$ cat src/rtl/mem_issue_arbiter_pkg.sv
// Shared types and constants for the memory issue arbiter and its round-robin picker.
package mem_issue_arbiter_pkg;

    localparam int unsigned MEM_ARB_MAX_REQ = 4;
    localparam int unsigned ROB_IDX_W       = 6;
    localparam int unsigned MEM_ADDR_W      = 32;
    localparam int unsigned MEM_DATA_W      = 32;
    localparam int unsigned MEM_SIZE_W      = 2;

    typedef enum logic {
        MEM_ARB_ARB,
        MEM_ARB_LOCK
    } MemArbState;

    typedef struct packed {
        logic                 valid;
        logic [ROB_IDX_W-1:0] rob_idx;
    } MemBaseSt;

    typedef struct packed {
        logic                  atomic_op;
        logic                  is_store;
        logic [MEM_SIZE_W-1:0] size;
    } MemOcSt;

    typedef struct packed {
        MemBaseSt              base;
        MemOcSt                mem_oc;
        logic [MEM_ADDR_W-1:0] addr;
        logic [MEM_DATA_W-1:0] data;
    } MemExeSt;

    // Pointer width for an n-way round-robin; never narrower than one bit.
    function automatic int unsigned rr_ptr_width(input int unsigned n);
        return (n > 1) ? $clog2(n) : 1;
    endfunction

endpackage

$ cat src/rtl/rr_picker.sv
// Combinational round-robin picker: first set valid bit at or after ptr_i, wrapping at NUM_REQ.
module rr_picker #(
    parameter int unsigned NUM_REQ = 2,
    parameter int unsigned PTR_W   = 1
) (
    input  logic [NUM_REQ-1:0] valid_i,
    input  logic [PTR_W-1:0]   ptr_i,
    output logic [NUM_REQ-1:0] grant_o,
    output logic [PTR_W-1:0]   idx_o
);

    localparam int unsigned SUM_W = PTR_W + 1;

    logic [SUM_W-1:0] sum;
    logic [PTR_W-1:0] cand;
    logic             found;

    // Walk ptr, ptr+1, ... modulo NUM_REQ; the first hit wins.
    always_comb begin
        grant_o = '0;
        idx_o   = '0;
        found   = 1'b0;
        sum     = '0;
        cand    = '0;
        for (int unsigned k = 0; k < NUM_REQ; k++) begin
            sum = {1'b0, ptr_i} + SUM_W'(k);
            if (sum >= SUM_W'(NUM_REQ)) begin
                sum = sum - SUM_W'(NUM_REQ);
            end
            cand = sum[PTR_W-1:0];
            if (!found && valid_i[cand]) begin
                found         = 1'b1;
                grant_o[cand] = 1'b1;
                idx_o         = cand;
            end
        end
    end

endmodule

$ cat src/rtl/mem_issue_arbiter.sv
// Round-robin arbiter onto the single memory exe port, with a one-deep output stage and an LL/SC lock.
// Optional performance counters are built when MEM_ARB_PERF_EN is defined.
module mem_issue_arbiter
    import mem_issue_arbiter_pkg::*;
#(
    parameter int unsigned NUM_REQ = 2
) (
    input  logic               clk,
    input  logic               rst,
    input  logic               flush_i,
    input  logic [NUM_REQ-1:0] req_valid_i,
    input  MemExeSt            req_i [NUM_REQ],
    output logic [NUM_REQ-1:0] req_ready_o,
    output MemExeSt            exe_o,
    input  logic               exe_ready_i,
    input  logic               atomic_done_i
`ifdef MEM_ARB_PERF_EN
    ,
    output logic [31:0]        perf_grant_cnt_o,
    output logic [31:0]        perf_lock_cyc_o
`endif
);

    localparam int unsigned PTR_W = rr_ptr_width(NUM_REQ);

    if ((NUM_REQ < 2) || (NUM_REQ > MEM_ARB_MAX_REQ)) begin : g_bad_num_req
        $error("mem_issue_arbiter: NUM_REQ must be in 2..%0d", MEM_ARB_MAX_REQ);
    end

    MemArbState         state_q, state_d;
    logic [PTR_W-1:0]   ptr_q, ptr_d;
    MemExeSt            exe_q, exe_d;

    logic [NUM_REQ-1:0] pick_grant;
    logic [PTR_W-1:0]   pick_idx;
    logic               out_free;
    logic               grant_en;
    logic               grant;
    MemExeSt            sel_req;

    rr_picker #(
        .NUM_REQ (NUM_REQ),
        .PTR_W   (PTR_W)
    ) u_picker (
        .valid_i (req_valid_i),
        .ptr_i   (ptr_q),
        .grant_o (pick_grant),
        .idx_o   (pick_idx)
    );

    // A grant needs a free output slot, no outstanding atomic, and no flush/reset this cycle.
    always_comb begin
        out_free    = ~exe_q.base.valid | exe_ready_i;
        grant_en    = (state_q == MEM_ARB_ARB) & out_free & ~flush_i & ~rst;
        grant       = grant_en & (|pick_grant);
        sel_req     = req_i[pick_idx];
        req_ready_o = grant_en ? pick_grant : '0;
    end

    always_comb begin
        state_d = state_q;
        ptr_d   = ptr_q;
        exe_d   = exe_q;

        case (state_q)
            MEM_ARB_ARB: begin
                if (grant && sel_req.mem_oc.atomic_op) begin
                    state_d = MEM_ARB_LOCK;
                end
            end
            MEM_ARB_LOCK: begin
                if (atomic_done_i) begin
                    state_d = MEM_ARB_ARB;
                end
            end
            default: state_d = MEM_ARB_ARB;
        endcase

        if (grant) begin
            exe_d = sel_req;
            ptr_d = (pick_idx == PTR_W'(NUM_REQ - 1)) ? '0 : pick_idx + PTR_W'(1);
        end else if (exe_ready_i) begin
            exe_d.base.valid = 1'b0;
        end

        // Flush kills the staged op and any lock but keeps the fairness pointer.
        if (flush_i) begin
            exe_d.base.valid = 1'b0;
            state_d          = MEM_ARB_ARB;
        end
    end

    always_ff @(posedge clk) begin
        if (rst) begin
            state_q <= MEM_ARB_ARB;
            ptr_q   <= '0;
            exe_q   <= '0;
        end else begin
            state_q <= state_d;
            ptr_q   <= ptr_d;
            exe_q   <= exe_d;
        end
    end

    assign exe_o = exe_q;

`ifdef MEM_ARB_PERF_EN
    localparam int unsigned PERF_W = 32;

    logic [PERF_W-1:0] grant_cnt_q, grant_cnt_d;
    logic [PERF_W-1:0] lock_cyc_q, lock_cyc_d;

    // Free-running wrap-around counters; flush does not clear them.
    always_comb begin
        grant_cnt_d = grant_cnt_q + PERF_W'(grant);
        lock_cyc_d  = lock_cyc_q + PERF_W'(state_q == MEM_ARB_LOCK);
    end

    always_ff @(posedge clk) begin
        if (rst) begin
            grant_cnt_q <= '0;
            lock_cyc_q  <= '0;
        end else begin
            grant_cnt_q <= grant_cnt_d;
            lock_cyc_q  <= lock_cyc_d;
        end
    end

    assign perf_grant_cnt_o = grant_cnt_q;
    assign perf_lock_cyc_o  = lock_cyc_q;
`endif

endmodule

$ cat config.mk
export PLATFORM = sky130hd
export DESIGN_NAME = mem_issue_arbiter
export DESIGN_NICKNAME = d
export VERILOG_FILES = /design/src/rtl/mem_issue_arbiter_pkg.sv /design/src/rtl/rr_picker.sv /design/src/rtl/mem_issue_arbiter.sv
export SDC_FILE = /design/constraint.sdc
export NUM_CORES = 1
export LEC_CHECK = 0
export CAP_MARGIN = 0
export CORE_MARGIN = 4
export CORE_UTILIZATION = 32
export DETAILED_ROUTE_END_ITERATION = 8
export PLACE_DENSITY = 0.76
export SYNTH_ARGS = -nofsm -noshare
export SYNTH_HDL_FRONTEND = slang
export SYNTH_SLANG_ARGS = --single-unit
$ cat constraint.sdc
create_clock -name clk -period 1.6 [get_ports clk]
set_clock_uncertainty 0.05 [all_clocks]
set_input_delay 0.16 -clock clk [delete_from_list [all_inputs] [get_ports clk]]
set_output_delay 0.16 -clock clk [all_outputs]
set_load 0.05 [all_outputs]
==> metrics.txt, run 1 <==
antenna diode instance count 0; number of max-slew violations in the final report 0; Lkg Pwr 2.66 nW; cell type with the highest occurrence count on the critical path sky130_fd_sc_hd__nor2_1; DRC violation total after the first TritonRoute iteration 315; Vias per Instance 5.34; clock root buffer master sky130_fd_sc_hd__clkbuf_8; final core area utilization 64.1%; Hold Vio Cnt, Final 0; Yosys cell types 22; clock edge transition at the registers on the reported setup and hold paths 0.08 ns; number of fillers in the final layout about 880; Final Hold Slack between 0.2 and 0.25 ns; vertical die dimension about 110 um; sequential cell area between 0.0015 and 0.002 mm^2; Post-Syn Nets 598; series of cell instances along the critical path clkdlybuf4s50_1 -> nor2_1 -> nor4_4 -> buf_6 -> buf_12 -> nor2_1 -> a311oi_1; crit share post-route 102%; number of sinks on the clock net 77; net total in the final layout 841; slew of the pin with the lowest slew margin 0.973 ns; type of the worst setup path input pin to flop; clock tree from TritonCTS yes; count of flip-flops with a built-in enable after synthesis 0; sum of routed wire length over all layers 14.4 mm; deepest level of the CTS H-tree 3; worst skew pair latency ~0.33 ns; Antenna Violating Nets Remaining 0; most frequent cells in the layout sky130_fd_sc_hd__clkdlybuf4s50_1 (153), sky130_fd_sc_hd__buf_4 (95), sky130_fd_sc_hd__dfxtp_1 (75), sky130_fd_sc_hd__nand3_1 (73), sky130_fd_sc_hd__nand2_1 (73); leading cell type in the layout, fill and taps excluded sky130_fd_sc_hd__clkdlybuf4s50_1; Max rail drop VDD 512 uV; data required time at the worst endpoint 1.78 ns; count of boundary I/O pins 234; TritonCTS buffer count 9; port bufs roughly 230; post-route minimum period approximately 1.6 ns; Core Area 0.0104 mm^2; source of the worst register-to-register timing path exe_o[74]$_SDFFE_PP0P_; result of the run finished with violations; total number of vias between 4k and 5k; minimum setup slack in the final design -0.0365 ns; signal arrival time at the worst endpoint 1.82 ns; number of antenna violations at the first check in global routing 0; critical path peak fanout 10; 1st-pass router iterations 5; Critical Path Sink Type flop; wire length per cell 17.5 um; GRT Resource Usage Total 20.3%; launch instance of the worst min-delay path rst; Setup crit start req_valid_i[0]; Startpoint Class input pin; setup tns final -0.225 ns; Hold Buf Count CTS 0; Tightest Hold Check Type input pin to flop; DRC errors left 0; worst stage delay on the critical path slightly above 0.6 ns; initial core utilization about a third; share of post-route cells with drive strength above 1 27.6%; global placement routability congestion 0.868; via count of the first global-routing pass 4233; growth of design area from synthesis to finish 92.6%; maximum number of pins on one net before global-route repair 76; leading register cell type out of synthesis sky130_fd_sc_hd__dfxtp_1; violated checks setup timing; multi-input gate area in the final layout 0.00192 mm^2; maximum clock frequency 611 MHz; Ys Warns 0; sum of net half-perimeters after detailed placement 9.75 mm; Non-Filler Cell Area, Final 0.00668 mm^2; grt ovf 0; asr flop ratio synth 0%; Avg Inst Size Synth 7.86 um^2; post-placement cell area 0.00591 mm^2; Mapped Cells 441; total power draw about 0.0055 W; clk buf depth 2; Post-Synthesis Cell Area between 0.003 and 0.004 mm^2; setup repair after global routing missed its margin yes; max-cap violation count 0; Cell Rows 37; relative slew slack a little over a third; Power Density 824 mW/mm^2; register bit total from synthesis 77; wire length of the first global-routing pass around 21 mm; Die Width 112 um; area of the die between 0.01 and 0.015 mm^2; sequential cell area fraction in the yosys report about 44%; slowest cell on the critical path sky130_fd_sc_hd__clkdlybuf4s50_1; number of setup violations in the final report 22
[sequential cells by signal, summed over array words and instances (netlist names)]
name,flops
ptr_q,1
exe_o,75
state_q,1
[power breakdown]
| part | internal [W] | total [W] | switching [W] |
|---|---|---|---|
| Combinational | 0.000867 | 0.00191 | 0.00104 |
| Clock | 0.000721 | 0.00146 | 0.000736 |
| Sequential | 0.00205 | 0.00214 | 0.0000843 |
| Total | 0.00364 | 0.00550 | 0.00186 |
[area by class of cell]
type	count	share of cell area, %
timing repair buffer	282	42.6
multi-input combinational	312	28.7
tap	136	2.55
clock buffer	10	1.91
inverter	2	0.112
clock inverter	6	0.937
sequential	77	23.2
[kinds of logic (layout without fill, tap and decap cells)]
group,Yosys count,after routing,share of synthesized area [%]
buffers and inverters,52,300,6.68
AND/OR/NAND/NOR,231,231,28.7
AO/OA/AOI/OAI,79,79,19.6
multiplexers,2,2,0.577
flip-flops,77,77,44.5
[metal layers]
| metal | up-vias | share of wire, % | GRT usage [%] |
|---|---|---|---|
| met2 | 185 | 53 | 36.1 |
| met1 | 2117 | 38 | 23.3 |
| met4 | 0 | 1.7 | 6.65 |
| met5 | - | 0 | 0 |
| li1 | 2085 | - | - |
| met3 | 18 | 7.6 | 5.88 |
[cell usage after synthesis (2+ instances only)]
master                     instances  area share (%)
sky130_fd_sc_hd__buf_2            11             1.6
sky130_fd_sc_hd__nor2_1           75             8.1
sky130_fd_sc_hd__a311oi_1         74              19
sky130_fd_sc_hd__buf_4             6             1.3
sky130_fd_sc_hd__clkbuf_1         33             3.6
sky130_fd_sc_hd__dfxtp_1          77              44
sky130_fd_sc_hd__mux2i_1           2            0.58
sky130_fd_sc_hd__inv_1             2            0.22
sky130_fd_sc_hd__a21oi_1           2            0.29
sky130_fd_sc_hd__nand3_1          73              11
sky130_fd_sc_hd__nand2_1          75             8.1
[final timing paths]
kind,to,slack (ns),cells past startpoint
min,exe_o[74]$_SDFFE_PP0P_,0.22,4
min reg2reg,exe_o[21]$_SDFFE_PP0P_,0.44,2
max reg2reg,exe_o[14]$_SDFFE_PP0P_,-0.01,6
max,exe_o[14]$_SDFFE_PP0P_,-0.04,7
[worst max-delay path, delay by kind of cell]
| family | cells | cell delay (ns) |
|---|---|---|
| compound gates | 1 | 0.26 |
| buf+inv | 3 | 1.01 |
| simple gates | 3 | 0.38 |
[stage by stage]
stage | worst slack [ns] | cells
2_1_floorplan | 0.00365 | 441
4_1_cts | -0.0493 | 807
5_1_grt | -0.147 | 825
3_3_place_gp | -0.294 | 788
6_report | -0.0365 | 825
3_5_place_dp | -0.378 | 788
[timing repair]
item | in CTS | in global routing
resized for setup | 8 | 49
setup endpoints to repair | 42 | 76
pin swaps | 5 | 44
buffers inserted | 1 | 10
cloned | 2 | 8
No activity file was read; power rests on OpenSTA's default activity.
==> inputs of run 2 (changes only) <==
- CORE_MARGIN: 4 -> 3
- clock period: 1.6 -> 1.4 ns (I/O delays scaled with it)
==> metrics.txt, run 2 (synthesis results as in run 1) <==
sum of net half-perimeters after detailed placement 10.3 mm (+5.8%); port bufs 233 (unchanged); sum of routed wire length over all layers 17.7 mm (+23%); max-cap violation count 0 (unchanged); clock edge transition at the registers on the reported setup and hold paths 0.09 ns (about the same); slew of the pin with the lowest slew margin 1.04 ns (+0.0698 ns); clock root buffer master sky130_fd_sc_hd__clkbuf_8; area of the die 0.0121 mm^2 (-3.5%); sequential cell fraction of total power 34.7% (-4.1 points); violated checks setup timing; share of post-route cells with drive strength above 1 34.4% (+6.8 points); Sw Ratio 33.3% (-0.50 points); worst stage delay on the critical path 0.35 ns (-0.26 ns); result of the run finished with violations; worst skew pair latency 0.36 ns (+0.03 ns); clock tree from TritonCTS yes; Hold Buf Count CTS 0 (unchanged); TritonCTS buffer count 9 (unchanged); critical path peak fanout 6 (-4); post-placement cell area 0.00688 mm^2 (+16%); Hold Vio Cnt, Final 0 (unchanged); Startpoint Class flop; crit-path leading delay family buffers and inverters; most frequent cells in the layout sky130_fd_sc_hd__clkdlybuf4s50_1 (152), sky130_fd_sc_hd__buf_12 (95), sky130_fd_sc_hd__dfxtp_1 (75), sky130_fd_sc_hd__nand3_1 (73), sky130_fd_sc_hd__nand2_1 (73); Critical Path Sink Type flop; global placement routability congestion 0.768 (-12%); signal arrival time at the worst endpoint 1.81 ns (about the same); Final Hold Slack 0.163 ns (-0.0581 ns); number of max-slew violations in the final report 0 (unchanged); cell type with the highest occurrence count on the critical path sky130_fd_sc_hd__buf_12; number of antenna violations at the first check in global routing 0 (unchanged); Max rail drop VDD 629 uV (+23%); Tightest Hold Check Type input pin to flop; Non-Filler Cell Area, Final 0.00823 mm^2 (+23%); DRC errors left 0 (unchanged); minimum setup slack in the final design -0.270 ns (-0.233 ns); Cell Count, Final, Fillers Out 845 (+2.4%); maximum number of pins on one net before global-route repair 76 (unchanged); net total in the final layout 861 (+2.4%); type of the worst setup path flop to flop; 1st-pass router iterations 5 (unchanged); series of cell instances along the critical path nor2b_4 -> nor4_4 -> buf_4 -> buf_12 -> buf_12 -> clkbuf_16 -> a311oi_1; Clk pwr share 26.3% (-0.2 points); number of flip-flops under the largest register name 75 (unchanged); maximum clock frequency 599 MHz; Die Width 110 um (-1.8%); number of placed instances with taps included 791 (+0.38%); number of sinks on the clock net 77 (unchanged); antenna diode instance count 0 (unchanged); deepest level of the CTS H-tree 3 (unchanged); crit share post-route 119%; vertical die dimension 110 um (-1.8%); clk buf depth 2 (unchanged); Vias per Instance 5.67 (+6.2%); via count of the first global-routing pass 4877 (+15%); wire length per cell 21.0 um (+20%); growth of design area from synthesis to finish 137%; worst setup timing slack at the placement stage -0.613 ns (-0.235 ns); Antenna Violating Nets Remaining 0 (unchanged); total number of vias 4793 (+8.8%); DRC violation total after the first TritonRoute iteration 323 (+2.5%); Cell Rows 37 (unchanged); relative slew slack 30.5% (-4.7 points); setup repair after global routing missed its margin yes; count of boundary I/O pins 234 (unchanged); number of setup violations in the final report 77 (+250%); grt ovf 0 (unchanged); Power Density 888 mW/mm^2 (+7.8%); total power draw 0.00731 W (+33%); Core Area 0.0104 mm^2 (unchanged); Switching Power 0.00244 W (+31%); data required time at the worst endpoint 1.54 ns (-0.24 ns); leading cell type in the layout, fill and taps excluded sky130_fd_sc_hd__clkdlybuf4s50_1; Lkg Pwr 3.14 nW (+18%); design internal power 0.00487 W (+34%); slowest cell on the critical path sky130_fd_sc_hd__dfxtp_4; GRT Resource Usage Total 27.4% (+7.2 points); post-route minimum period 1.67 ns; critical path buffer and inverter count 4 (+1); combinational share of power 39.0% (+4.3 points); wire length of the first global-routing pass 25.3 mm (+20%); initial core utilization 33.3% (unchanged)
## run 2: power groups by stage
stage	Sequential (W)	Clock, W	Combinational (W)
6_report	0.00253	0.00193	0.00285
5_1_grt	0.00255	0.00203	0.00297
4_1_cts	0.00252	0.00193	0.00278
3_5_place_dp	0.00256	0	0.00234
3_3_place_gp	0.00255	0	0.00230
2_1_floorplan	0.00300	0	0.000549
## run 2: what timing repair did
action                     in CTS  in global routing
gates cloned                   18                  2
setup endpoints to repair      77                 77
setup buffers                  19                 13
pin swaps                      62                 28
resized for setup              95                 36
## run 2: worst reg2reg max path, stage by stage (launching register included)
cell                        delay, ns
sky130_fd_sc_hd__dfxtp_4         0.35
sky130_fd_sc_hd__nor2b_4         0.14
sky130_fd_sc_hd__nor4_4          0.25
sky130_fd_sc_hd__buf_4           0.19
sky130_fd_sc_hd__buf_12          0.13
sky130_fd_sc_hd__buf_12          0.14
sky130_fd_sc_hd__clkbuf_16       0.16
sky130_fd_sc_hd__a311oi_1        0.09
## run 2: per-stage QoR
step | utilization [%] | setup TNS (ns)
6_report | 79.0 | -15.31
5_1_grt | 79.0 | -20.12
3_5_place_dp | 66.0 | -40.32
3_3_place_gp | 66.0 | -34.72
2_1_floorplan | - | -3.11
4_1_cts | 78.5 | -12.40
## run 2: cell type report
cell class                 instances  area (um^2)
inverter                           2         7.51
clock buffer                      11          163
sequential                        77         1550
multi-input combinational        312         2060
timing repair buffer             302         4220
fill                             603         2180
tap                              136          170
clock inverter                     5         63.8
## run 2: path summary, 6_finish.rpt
kind                           from                     end  slack, ns  depth (start not counted)
max          exe_o[74]$_SDFFE_PP0P_  exe_o[50]$_SDFFE_PP0P_      -0.27                          7
min                             rst      state_q$_SDFF_PP0_       0.16                          4
max reg2reg  exe_o[74]$_SDFFE_PP0P_  exe_o[50]$_SDFFE_PP0P_      -0.27                          7
min reg2reg  exe_o[16]$_SDFFE_PP0P_  exe_o[16]$_SDFFE_PP0P_       0.48                          2
## run 2: metal layers
metal  share of wire [%]  vias up  global-route usage (%)  wire length [um]
li1                    -     2124                       -                 -
met1                  34     2311                    27.6              5940
met2                  51      277                    49.7              9110
met3                 9.1       81                    7.86              1600
met4                 6.0        0                    16.7              1060
met5                   0        -                       0                 0
